==> config.mk <==
export PLATFORM = sky130hd
export DESIGN_NAME = blink_decoder
export DESIGN_NICKNAME = d
export VERILOG_FILES = /design/src/rtl/blink_decoder.sv
export SDC_FILE = /design/constraint.sdc
export NUM_CORES = 1
export LEC_CHECK = 0
export ABC_CLOCK_PERIOD_IN_PS = 2450
export BUFFER_PORTS_ARGS = -buffer_cell sky130_fd_sc_hd__clkbuf_2
export CAP_MARGIN = 5
export CORE_MARGIN = 2
export CORE_UTILIZATION = 40
export CTS_BUF_LIST = sky130_fd_sc_hd__clkbuf_4 sky130_fd_sc_hd__clkbuf_8
export CTS_CLUSTER_DIAMETER = 100
export CTS_CLUSTER_SIZE = 30
export DETAILED_ROUTE_END_ITERATION = 10
export PLACE_DENSITY = 0.64
export SLEW_MARGIN = 15
export SYNTH_ARGS = -nofsm -noshare
export SYNTH_HDL_FRONTEND = slang
export SYNTH_SLANG_ARGS = --single-unit
==> constraint.sdc <==
create_clock -name clk -period 2.45 [get_ports clk]
set_input_delay 0.3675 -clock clk [delete_from_list [all_inputs] [get_ports clk]]
set_output_delay 0.3675 -clock clk [all_outputs]
set_load 0.1 [all_outputs]
==> src/rtl/blink_decoder.sv <==
// blink_decoder: recovers the column and row numbers carried by the pin-scan
// blink code on `probe`.
//
// A frame is a preamble burst of 1-cycle toggles, a group of ~8-cycle column
// pulses, a dark pause, a group of row pulses and a long dark tail. The input
// is synchronised, measured as high/low run lengths, classified into
// short/data/bad pulses and gap events, and walked through a small FSM.
//
// Output handshake: `valid` is a single-cycle strobe with no back-pressure.
// `col_out`/`row_out` change only in the cycle `valid` is high and then hold
// until the next `valid`. `err` is a single-cycle strobe marking a malformed
// frame and never disturbs `col_out`/`row_out`. `locked` is the FSM-state
// view: high whenever the decoder is inside a frame (state != HUNT).

module blink_decoder #(
    parameter int COUNT_W   = 4,
    parameter int SHORT_MAX = 2,
    parameter int PRE_MIN   = 8,
    parameter int PULSE_MIN = 6,
    parameter int PULSE_MAX = 10,
    parameter int GAP_SEP   = 20,
    parameter int END_GAP   = 96,
    parameter int LEN_W     = 8
) (
    input  logic               clk,
    input  logic               reset,
    input  logic               probe,
    output logic [COUNT_W-1:0] col_out,
    output logic [COUNT_W-1:0] row_out,
    output logic               valid,
    output logic               err,
    output logic               locked
);

    // ------------------------------------------------------------------
    // Types and constants
    // ------------------------------------------------------------------
    typedef enum logic [1:0] {
        HUNT = 2'd0,   // searching for a preamble
        PRE  = 2'd1,   // preamble seen, waiting for the first column pulse
        COL  = 2'd2,   // counting column pulses
        ROW  = 2'd3    // counting row pulses
    } state_t;

    localparam int SHORT_W = $clog2(PRE_MIN + 1);

    localparam logic [LEN_W-1:0]   LEN_ZERO    = '0;
    localparam logic [LEN_W-1:0]   LEN_ONE     = LEN_W'(1);
    localparam logic [LEN_W-1:0]   LEN_SAT     = {LEN_W{1'b1}};
    localparam logic [LEN_W-1:0]   SHORT_MAX_L = LEN_W'(SHORT_MAX);
    localparam logic [LEN_W-1:0]   PULSE_MIN_L = LEN_W'(PULSE_MIN);
    localparam logic [LEN_W-1:0]   PULSE_MAX_L = LEN_W'(PULSE_MAX);
    localparam logic [LEN_W-1:0]   GAP_SEP_L   = LEN_W'(GAP_SEP - 1);
    localparam logic [LEN_W-1:0]   GAP_END_L   = LEN_W'(END_GAP - 1);

    localparam logic [COUNT_W-1:0] CNT_ZERO    = '0;
    localparam logic [COUNT_W-1:0] CNT_ONE     = COUNT_W'(1);
    localparam logic [COUNT_W-1:0] CNT_MAX     = {COUNT_W{1'b1}};

    localparam logic [SHORT_W-1:0] SHORT_ZERO  = '0;
    localparam logic [SHORT_W-1:0] SHORT_ONE   = SHORT_W'(1);
    localparam logic [SHORT_W-1:0] PRE_LAST    = SHORT_W'(PRE_MIN - 1);

    // ------------------------------------------------------------------
    // Signals
    // ------------------------------------------------------------------
    // Synchroniser and edge detection.
    logic               sync1_q;
    logic               s_q;
    logic               s_dly_q;
    logic               rise;
    logic               fall;

    // Run-length counters.
    logic [LEN_W-1:0]   high_len_q;
    logic [LEN_W-1:0]   high_len_d;
    logic [LEN_W-1:0]   low_len_q;
    logic [LEN_W-1:0]   low_len_d;

    // Pulse classes (valid only on a fall cycle) and gap events.
    logic               pulse_short;
    logic               pulse_data;
    logic               pulse_bad;
    logic               gap_h;
    logic               gap_s;
    logic               gap_e;

    // Frame FSM and its counters.
    state_t             state_q;
    state_t             state_d;
    logic [SHORT_W-1:0] short_cnt_q;
    logic [SHORT_W-1:0] short_cnt_d;
    logic [COUNT_W-1:0] col_cnt_q;
    logic [COUNT_W-1:0] col_cnt_d;
    logic [COUNT_W-1:0] row_cnt_q;
    logic [COUNT_W-1:0] row_cnt_d;
    logic               row_gap_q;   // row group closed by a separator gap
    logic               row_gap_d;

    // Registered outputs.
    logic [COUNT_W-1:0] col_out_q;
    logic [COUNT_W-1:0] col_out_d;
    logic [COUNT_W-1:0] row_out_q;
    logic [COUNT_W-1:0] row_out_d;
    logic               valid_q;
    logic               valid_d;
    logic               err_q;
    logic               err_d;

    // ------------------------------------------------------------------
    // Input synchroniser
    // ------------------------------------------------------------------
    // Two-flop synchroniser for the asynchronous probe plus a one-cycle delay for edges.
    always_ff @(posedge clk) begin
        if (reset) begin
            sync1_q <= 1'b0;
            s_q     <= 1'b0;
            s_dly_q <= 1'b0;
        end else begin
            sync1_q <= probe;
            s_q     <= sync1_q;
            s_dly_q <= s_q;
        end
    end

    assign rise = s_q & ~s_dly_q;
    assign fall = ~s_q & s_dly_q;

    // ------------------------------------------------------------------
    // Run-length counters
    // ------------------------------------------------------------------
    // Next-state of the saturating high/low run counters; high run is cleared after a fall.
    always_comb begin
        high_len_d = high_len_q;
        low_len_d  = low_len_q;
        if (s_q) begin
            high_len_d = (high_len_q == LEN_SAT) ? LEN_SAT : high_len_q + LEN_ONE;
            low_len_d  = LEN_ZERO;
        end else begin
            low_len_d = (low_len_q == LEN_SAT) ? LEN_SAT : low_len_q + LEN_ONE;
            if (fall) begin
                high_len_d = LEN_ZERO;
            end
        end
    end

    // Run-length counter registers.
    always_ff @(posedge clk) begin
        if (reset) begin
            high_len_q <= LEN_ZERO;
            low_len_q  <= LEN_ZERO;
        end else begin
            high_len_q <= high_len_d;
            low_len_q  <= low_len_d;
        end
    end

    // ------------------------------------------------------------------
    // Pulse classification and gap events
    // ------------------------------------------------------------------
    // On a fall cycle high_len_q still holds the length of the pulse that just ended.
    // Each gap compare hits one low_len value, so each event fires once per low run
    // (saturation parks the counter far above every threshold).
    always_comb begin
        pulse_short = 1'b0;
        pulse_data  = 1'b0;
        pulse_bad   = 1'b0;
        if (fall) begin
            if ((high_len_q != LEN_ZERO) && (high_len_q <= SHORT_MAX_L)) begin
                pulse_short = 1'b1;
            end else if ((high_len_q >= PULSE_MIN_L) && (high_len_q <= PULSE_MAX_L)) begin
                pulse_data = 1'b1;
            end else begin
                pulse_bad = 1'b1;
            end
        end
        gap_h = ~s_q && (low_len_q == SHORT_MAX_L);
        gap_s = ~s_q && (low_len_q == GAP_SEP_L);
        gap_e = ~s_q && (low_len_q == GAP_END_L);
    end

    // ------------------------------------------------------------------
    // Frame FSM
    // ------------------------------------------------------------------
    // Next-state, counter and output logic of the frame decoder.
    always_comb begin
        state_d     = state_q;
        short_cnt_d = short_cnt_q;
        col_cnt_d   = col_cnt_q;
        row_cnt_d   = row_cnt_q;
        row_gap_d   = row_gap_q;
        col_out_d   = col_out_q;
        row_out_d   = row_out_q;
        valid_d     = 1'b0;
        err_d       = 1'b0;

        case (state_q)
            HUNT: begin
                row_gap_d = 1'b0;
                if (pulse_short) begin
                    if (short_cnt_q == PRE_LAST) begin
                        short_cnt_d = SHORT_ZERO;
                        state_d     = PRE;
                    end else begin
                        short_cnt_d = short_cnt_q + SHORT_ONE;
                    end
                end else if (pulse_data || pulse_bad || gap_h) begin
                    // Any non-toggle pulse or a low run longer than a toggle breaks the burst.
                    short_cnt_d = SHORT_ZERO;
                end
            end

            PRE: begin
                if (pulse_data) begin
                    col_cnt_d = CNT_ONE;
                    state_d   = COL;
                end else if (pulse_bad || gap_s) begin
                    err_d   = 1'b1;
                    state_d = HUNT;
                end
            end

            COL: begin
                if (pulse_data) begin
                    if (col_cnt_q == CNT_MAX) begin
                        err_d   = 1'b1;
                        state_d = HUNT;
                    end else begin
                        col_cnt_d = col_cnt_q + CNT_ONE;
                    end
                end else if (pulse_short || pulse_bad) begin
                    err_d   = 1'b1;
                    state_d = HUNT;
                end else if (gap_s) begin
                    row_cnt_d = CNT_ZERO;
                    row_gap_d = 1'b0;
                    state_d   = ROW;
                end
            end

            ROW: begin
                if (pulse_data) begin
                    if (row_cnt_q == CNT_MAX) begin
                        err_d   = 1'b1;
                        state_d = HUNT;
                    end else begin
                        row_cnt_d = row_cnt_q + CNT_ONE;
                    end
                end else if (pulse_short || pulse_bad) begin
                    err_d   = 1'b1;
                    state_d = HUNT;
                end else if (rise && row_gap_q) begin
                    // Light after the row group has been closed: a third group.
                    err_d   = 1'b1;
                    state_d = HUNT;
                end else if (gap_s && (row_cnt_q != CNT_ZERO)) begin
                    row_gap_d = 1'b1;
                end else if (gap_e) begin
                    if (row_cnt_q != CNT_ZERO) begin
                        col_out_d = col_cnt_q;
                        row_out_d = row_cnt_q;
                        valid_d   = 1'b1;
                    end else begin
                        err_d = 1'b1;
                    end
                    state_d = HUNT;
                end
            end

            default: begin
                state_d = HUNT;
            end
        endcase
    end

    // FSM state, frame counters and registered outputs.
    always_ff @(posedge clk) begin
        if (reset) begin
            state_q     <= HUNT;
            short_cnt_q <= SHORT_ZERO;
            col_cnt_q   <= CNT_ZERO;
            row_cnt_q   <= CNT_ZERO;
            row_gap_q   <= 1'b0;
            col_out_q   <= CNT_ZERO;
            row_out_q   <= CNT_ZERO;
            valid_q     <= 1'b0;
            err_q       <= 1'b0;
        end else begin
            state_q     <= state_d;
            short_cnt_q <= short_cnt_d;
            col_cnt_q   <= col_cnt_d;
            row_cnt_q   <= row_cnt_d;
            row_gap_q   <= row_gap_d;
            col_out_q   <= col_out_d;
            row_out_q   <= row_out_d;
            valid_q     <= valid_d;
            err_q       <= err_d;
        end
    end

    // ------------------------------------------------------------------
    // Outputs
    // ------------------------------------------------------------------
    assign col_out = col_out_q;
    assign row_out = row_out_q;
    assign valid   = valid_q;
    assign err     = err_q;
    assign locked  = (state_q != HUNT);

endmodule

### Word-level counts from Yosys, hierarchy flattened

Cells that the tools add are included.

| word-level totals | value |
|---|---|
| register bits after elaboration | 44 |
| input bits | 3 |
| output and inout bits | 11 |
| word-level logic and storage cells | 153 |

| cells by class | value |
|---|---|
| add/subtract/negate cells | 5 |
| magnitude comparators | 3 |
| equality and inequality tests | 31 |
| muxes and demuxes | 62 |
| bitwise operators | 10 |
| reductions and logical operators | 28 |

Operator list:

| cell | count |
|---|---|
| 2-to-1 mux 4 bit | 11 |
| 2-to-1 mux 8 bit | 4 |
| 2-to-1 mux 1 bit | 28 |
| 2-to-1 mux 2 bit | 14 |
| != test 2 bit (second input constant) | 14 |
| adder 8 x 1 -> 8 bit (second input constant) | 2 |
| == test 8 bit (second input constant) | 2 |
| one-hot mux 4 bit (2 select lines) | 2 |
| AND reduction 8 bit | 2 |
| adder 4 x 1 -> 4 bit (second input constant) | 3 |
| != test 5 bit (second input constant) | 2 |
| nonzero test 2 bit | 5 |
| != test 3 bit (second input constant) | 3 |
| == test 4 bit (second input constant) | 2 |
| == test 8 x 2 -> 1 bit (second input constant) | 1 |
| == test 8 x 5 -> 1 bit (second input constant) | 1 |
| == test 8 x 7 -> 1 bit (second input constant) | 1 |
| >= comparator 8 x 3 -> 1 bit (second input constant) | 1 |
| <= comparator 8 x 2 -> 1 bit (second input constant) | 1 |
| <= comparator 8 x 4 -> 1 bit (second input constant) | 1 |
| NOT 1 bit | 8 |
| one-hot mux 2 bit (4 select lines) | 1 |
| nonzero test 8 bit | 1 |
| logical AND 1 bit | 7 |
| other kinds (16) | 22 |

### Longest topological paths before layout

| logic depth | value |
|---|---|
| depth in word-level cells | 9 |
| depth in mapped cells | 8 |
| mapped depth without buffers | 8 |

### Least setup slack after synthesis

No wires, ideal clock.

| path | value |
|---|---|
| path kind | register -> register |
| from | register state_q[1] |
| to | register short_cnt_q[0] |
| setup time | 0.065 ns |
| arrival time | 1.955 ns |
| required time | 2.385 ns |
| setup slack | 0.430 ns |
| stages on the path, launching flop included | 9 |
| buffers on the path | 2 |
| clock period less this slack | 2.020 ns |
| path through | dfxtp_1 buf_2 nor2_1 inv_1 or3_1 clkbuf_1 nor4_1 a21oi_1 nor2_1 |

| on the way | value |
|---|---|
| word-level cells in the longest chain between the ends | 2 |

Ends and longest elaborated chain:

| item | line | text |
|---|---|---|
| from (decl) | 89 | `state_t state_q;` |
| from (signal assigned) | 289 | `state_q <= state_d;` |
| logical NOT 2 bit | 197 | `case (state_q)` |
| AND reduction 2 bit (no line) | - |  |
| to (signal assigned) | 290 | `short_cnt_q <= short_cnt_d;` |
| to (decl) | 91 | `logic [SHORT_W-1:0] short_cnt_q;` |

Every way passes these cells.
A chain may end at the register's enable or synchronous reset.

### Worst setup path after layout

| path | value |
|---|---|
| from | register high_len_q[5] |
| to | register row_cnt_q[3] |

| on the way | value |
|---|---|
| word-level cells in the longest chain between the ends | 8 |

Ends and longest elaborated chain:

| item | line | text |
|---|---|---|
| from (decl) | 75 | `logic [LEN_W-1:0] high_len_q;` |
| from (signal assigned) | 153 | `high_len_q <= high_len_d;` |
| >= comparator 8 x 3 -> 1 bit / <= comparator 8 x 4 -> 1 bit (equally long branches) | 171 | `end else if ((high_len_q >= PULSE_MIN_L) && (high_len_q <= PULSE_MAX_L)) begin` |
| logical AND 1 bit | 171 |  |
| 2-to-1 mux 1 bit | 171 |  |
| 2-to-1 mux 1 bit | 169 | `if ((high_len_q != LEN_ZERO) && (high_len_q <= SHORT_MAX_L)) begin` |
| 2-to-1 mux 1 bit | 168 | `if (fall) begin` |
| logical OR 1 bit | 231 | `end else if (pulse_short \|\| pulse_bad) begin` |
| != test 2 bit (no line) | - |  |
| AND reduction 6 bit (no line) (*) | - |  |
| to (signal assigned) | 292 | `row_cnt_q <= row_cnt_d;` |
| to (decl) | 95 | `logic [COUNT_W-1:0] row_cnt_q;` |

Every way passes the cells marked *; elsewhere a longest branch is shown, timed or not.

==> results.md <==
* Routability congestion estimate at 0.819
* Sequential share of power at 0.506
* Final Non-Filler Cells at 350
* Synth Instances at 268
* Initial Util at 0.412
* Total of max-cap violations at 0
* Relative slew slack at 0.638
* Number of synthesized flops with an enable pin at 0
* Lkg Pwr at 0.944 nW
* Cell taking the most area after synthesis: dfxtp_1
* Root Buffer: clkbuf_8
* Setup CP Type: reg -> reg
* I/O pin count at 14
* Status: completed
* Initial drt markers at 141
* Int Pwr at 1.10 mW
* Post-CTS Hold Fix Bufs at 0
* RSZ-0062 raised after global routing: false
* Depth of the CTS H-tree at 2
* Syn. warnings at 0
* Initial DRT Pass Iterations at 5
* Row count at 27
* Synth top area share at 0.389
* Post-CTS resize count at 0
* Maximum VDD drop at 0.249 mV
* Worst-Skew Late Latency at 0.30 ns
* TritonCTS Buffers at 5
* WL per Instance at 13.4 um
* Die Ht at 79.3 um
* Final setup fails at 0
* Clock transition at path regs at 0.09 ns
* Layout cell share with drive strength beyond 1 at 0.129
* CP arrival at 2.20 ns
* Layout Skew at 0.0105 ns
* Final wirelength at 4670 um
* Hold slack final at 0.282 ns
* Total power divided by cell area at 592 nW/um^2
* Syn_nets at 280
* Synth Cell Area at 2270 sq um
* Final Cycle Share at 0.824
* Max Slew Vio Count at 0
* Kind of end point of the critical path: register
* CTS Sinks at 44
* CTS tree: yes
* Async S/R FF share, synth at 0
* Post-CTS Repair Setup Buffers at 0
* #FFs+latches synth at 44
* Net switching power at 382 uW
* Power Total at 1.48 mW
* Synth Flop Type: dfxtp_1
* Antenna viol nets, final at 0
* WP data required at 2.63 ns
* Fin crit period at 2.02 ns
* Post-DP HPWL at 3380 um
* Port-buffer cells at 13
* Achievable clock frequency at 0.496 GHz
* Commonest cells in the netlist: dfxtp_1, nor2_1, a21oi_1, nand2_1, nand3_1
* Top-count cell post-synth: dfxtp_1
* Hold WC Path Type: in -> reg
* Largest net degree at the start of global routing at 25
* Synth-to-layout area growth at 10.4%
* DR DRC count at 0
* Fill cells at 555
* Worst Max-Slew Pin Slew at 0.545 ns
* Diodes inserted at 0
* Placed cells at 342
* Max Root-Sink Buffers at 2
* Crit path max fanout at 8
* Top cells by area, synth: dfxtp_1, a21oi_1, ha_1
* Die Width at 79.3 um
* Grt ovf at 0
* Die area at 6290 sq um
* Synth unique cells at 55
* Initial antenna violation count at 0
* Post-route setup TNS at 0 ns
* Final net count at 289
* Logic pwr share at 0.093
* Via-to-Cell Ratio at 5.44
* Finished Core Util at 0.455
* Net Sw Frac at 0.257
* GRT Total Usage at 0.161
* Synthesized area per cell at 8.46 sq um
* Power share of the clock group at 0.401
* Post-synthesis sequential area ratio at 0.389
* Core area at 5510 sq um
* Final hold viol count at 0
* Crit start category: register
* First-pass GRT wire length at 8200 um
* Via count at 1,904
* Vias in the first global route at 1,783
flip-flops by register name, summed over array words and instances (netlist names):
name / flops
row_cnt_q: 4
s_q: 1
short_cnt_q: 4
high_len_q: 8
sync1_q: 1
err: 1
row_out: 4
valid: 1
low_len_q: 8
col_out: 4
s_dly_q: 1
state_q: 2
row_gap_q: 1
col_cnt_q: 4
cells in the final DEF, fill, tap and decap left out, types with 2 or more instances in the layout:
| cell | n |
|---|---|
| dfxtp_1 | 44 |
| nor2_1 | 27 |
| a21oi_1 | 24 |
| nand2_1 | 17 |
| nand3_1 | 16 |
| o21ai_0 | 14 |
| clkbuf_2 | 13 |
| inv_1 | 10 |
| ha_1 | 9 |
| nor3_1 | 8 |
| and3_1 | 7 |
| mux2i_1 | 6 |
| clkbuf_8 | 6 |
| a31oi_1 | 5 |
| nor2b_1 | 5 |
| nand4_1 | 4 |
| a22oi_1 | 3 |
| nand2b_1 | 3 |
| xor2_1 | 3 |
| o31ai_1 | 3 |
| or3_1 | 2 |
| a22o_1 | 2 |
| o22ai_1 | 2 |
| and3b_1 | 2 |
| and2_1 | 2 |
| nand4b_1 | 2 |
| or2_2 | 2 |
| xnor2_1 | 2 |
| nand3b_1 | 2 |
| a41oi_1 | 2 |
| nor4_1 | 2 |
| o211ai_1 | 2 |
| a211oi_1 | 2 |
critical path, stage by stage (launching register included):
cell and delay (ns):
dfxtp_1 0.40, nor4_4 0.41, nand2_2 0.15, nor3_1 0.43
a31oi_1 0.15, o21ai_0 0.25, a21oi_1 0.11
power by group through the flow:
| stage | combinational (mW) | clock [mW] | sequential [mW] |
|---|---|---|---|
| after global placement | 0.138 | 0 | 0.767 |
| after detailed placement | 0.137 | 0 | 0.766 |
| final | 0.138 | 0.593 | 0.750 |
| after floorplan | 0.123 | 0 | 0.754 |
| after CTS | 0.138 | 0.610 | 0.750 |
| after global routing | 0.156 | 0.643 | 0.753 |
final cells by class:
| class | count | area [sq um] | share of cell area |
|---|---|---|---|
| multi-input combinational | 201 | 1300 | 0.518 |
| timing repair buffer | 14 | 72.6 | 0.0290 |
| tap | 72 | 90.1 | 0.0360 |
| sequential | 44 | 881 | 0.352 |
| inverter | 11 | 41.3 | 0.0165 |
| clock buffer | 6 | 82.6 | 0.0330 |
| clock inverter | 2 | 38.8 | 0.0155 |
final timing paths:
check / start / to / depth (start not counted) / slack, ns
max: high_len_q[5] / row_cnt_q[3] / 6 / 0.43
min: probe / sync1_q / 2 / 0.28
max reg2reg: high_len_q[5] / row_cnt_q[3] / 6 / 0.43
min reg2reg: sync1_q / s_q / 1 / 0.45
logic make-up (layout without fill, tap and decap cells):
family	Yosys count	in the layout	synth area share
mux	6	6	0.0265
compound gates	67	67	0.183
flops	44	44	0.389
fa+ha+maj	9	9	0.0497
simple gates	114	114	0.294
buf+inv	23	33	0.0392
xor+xnor	5	5	0.0193
through the flow:
stage | worst slack, ns | cell area, sq um
after floorplan | 0.430 | 2270
after global placement | 0.558 | 2380
after detailed placement | 0.487 | 2380
after CTS | 0.454 | 2500
after global routing | 0.235 | 2500
final | 0.432 | 2500
routing by layer:
layer	share of wire	global-route usage
met5	0	0
met4	0.012	0.0466
met3	0.028	0.0409
met1	0.50	0.204
met2	0.46	0.270
Power figures use the tool's default switching activity.
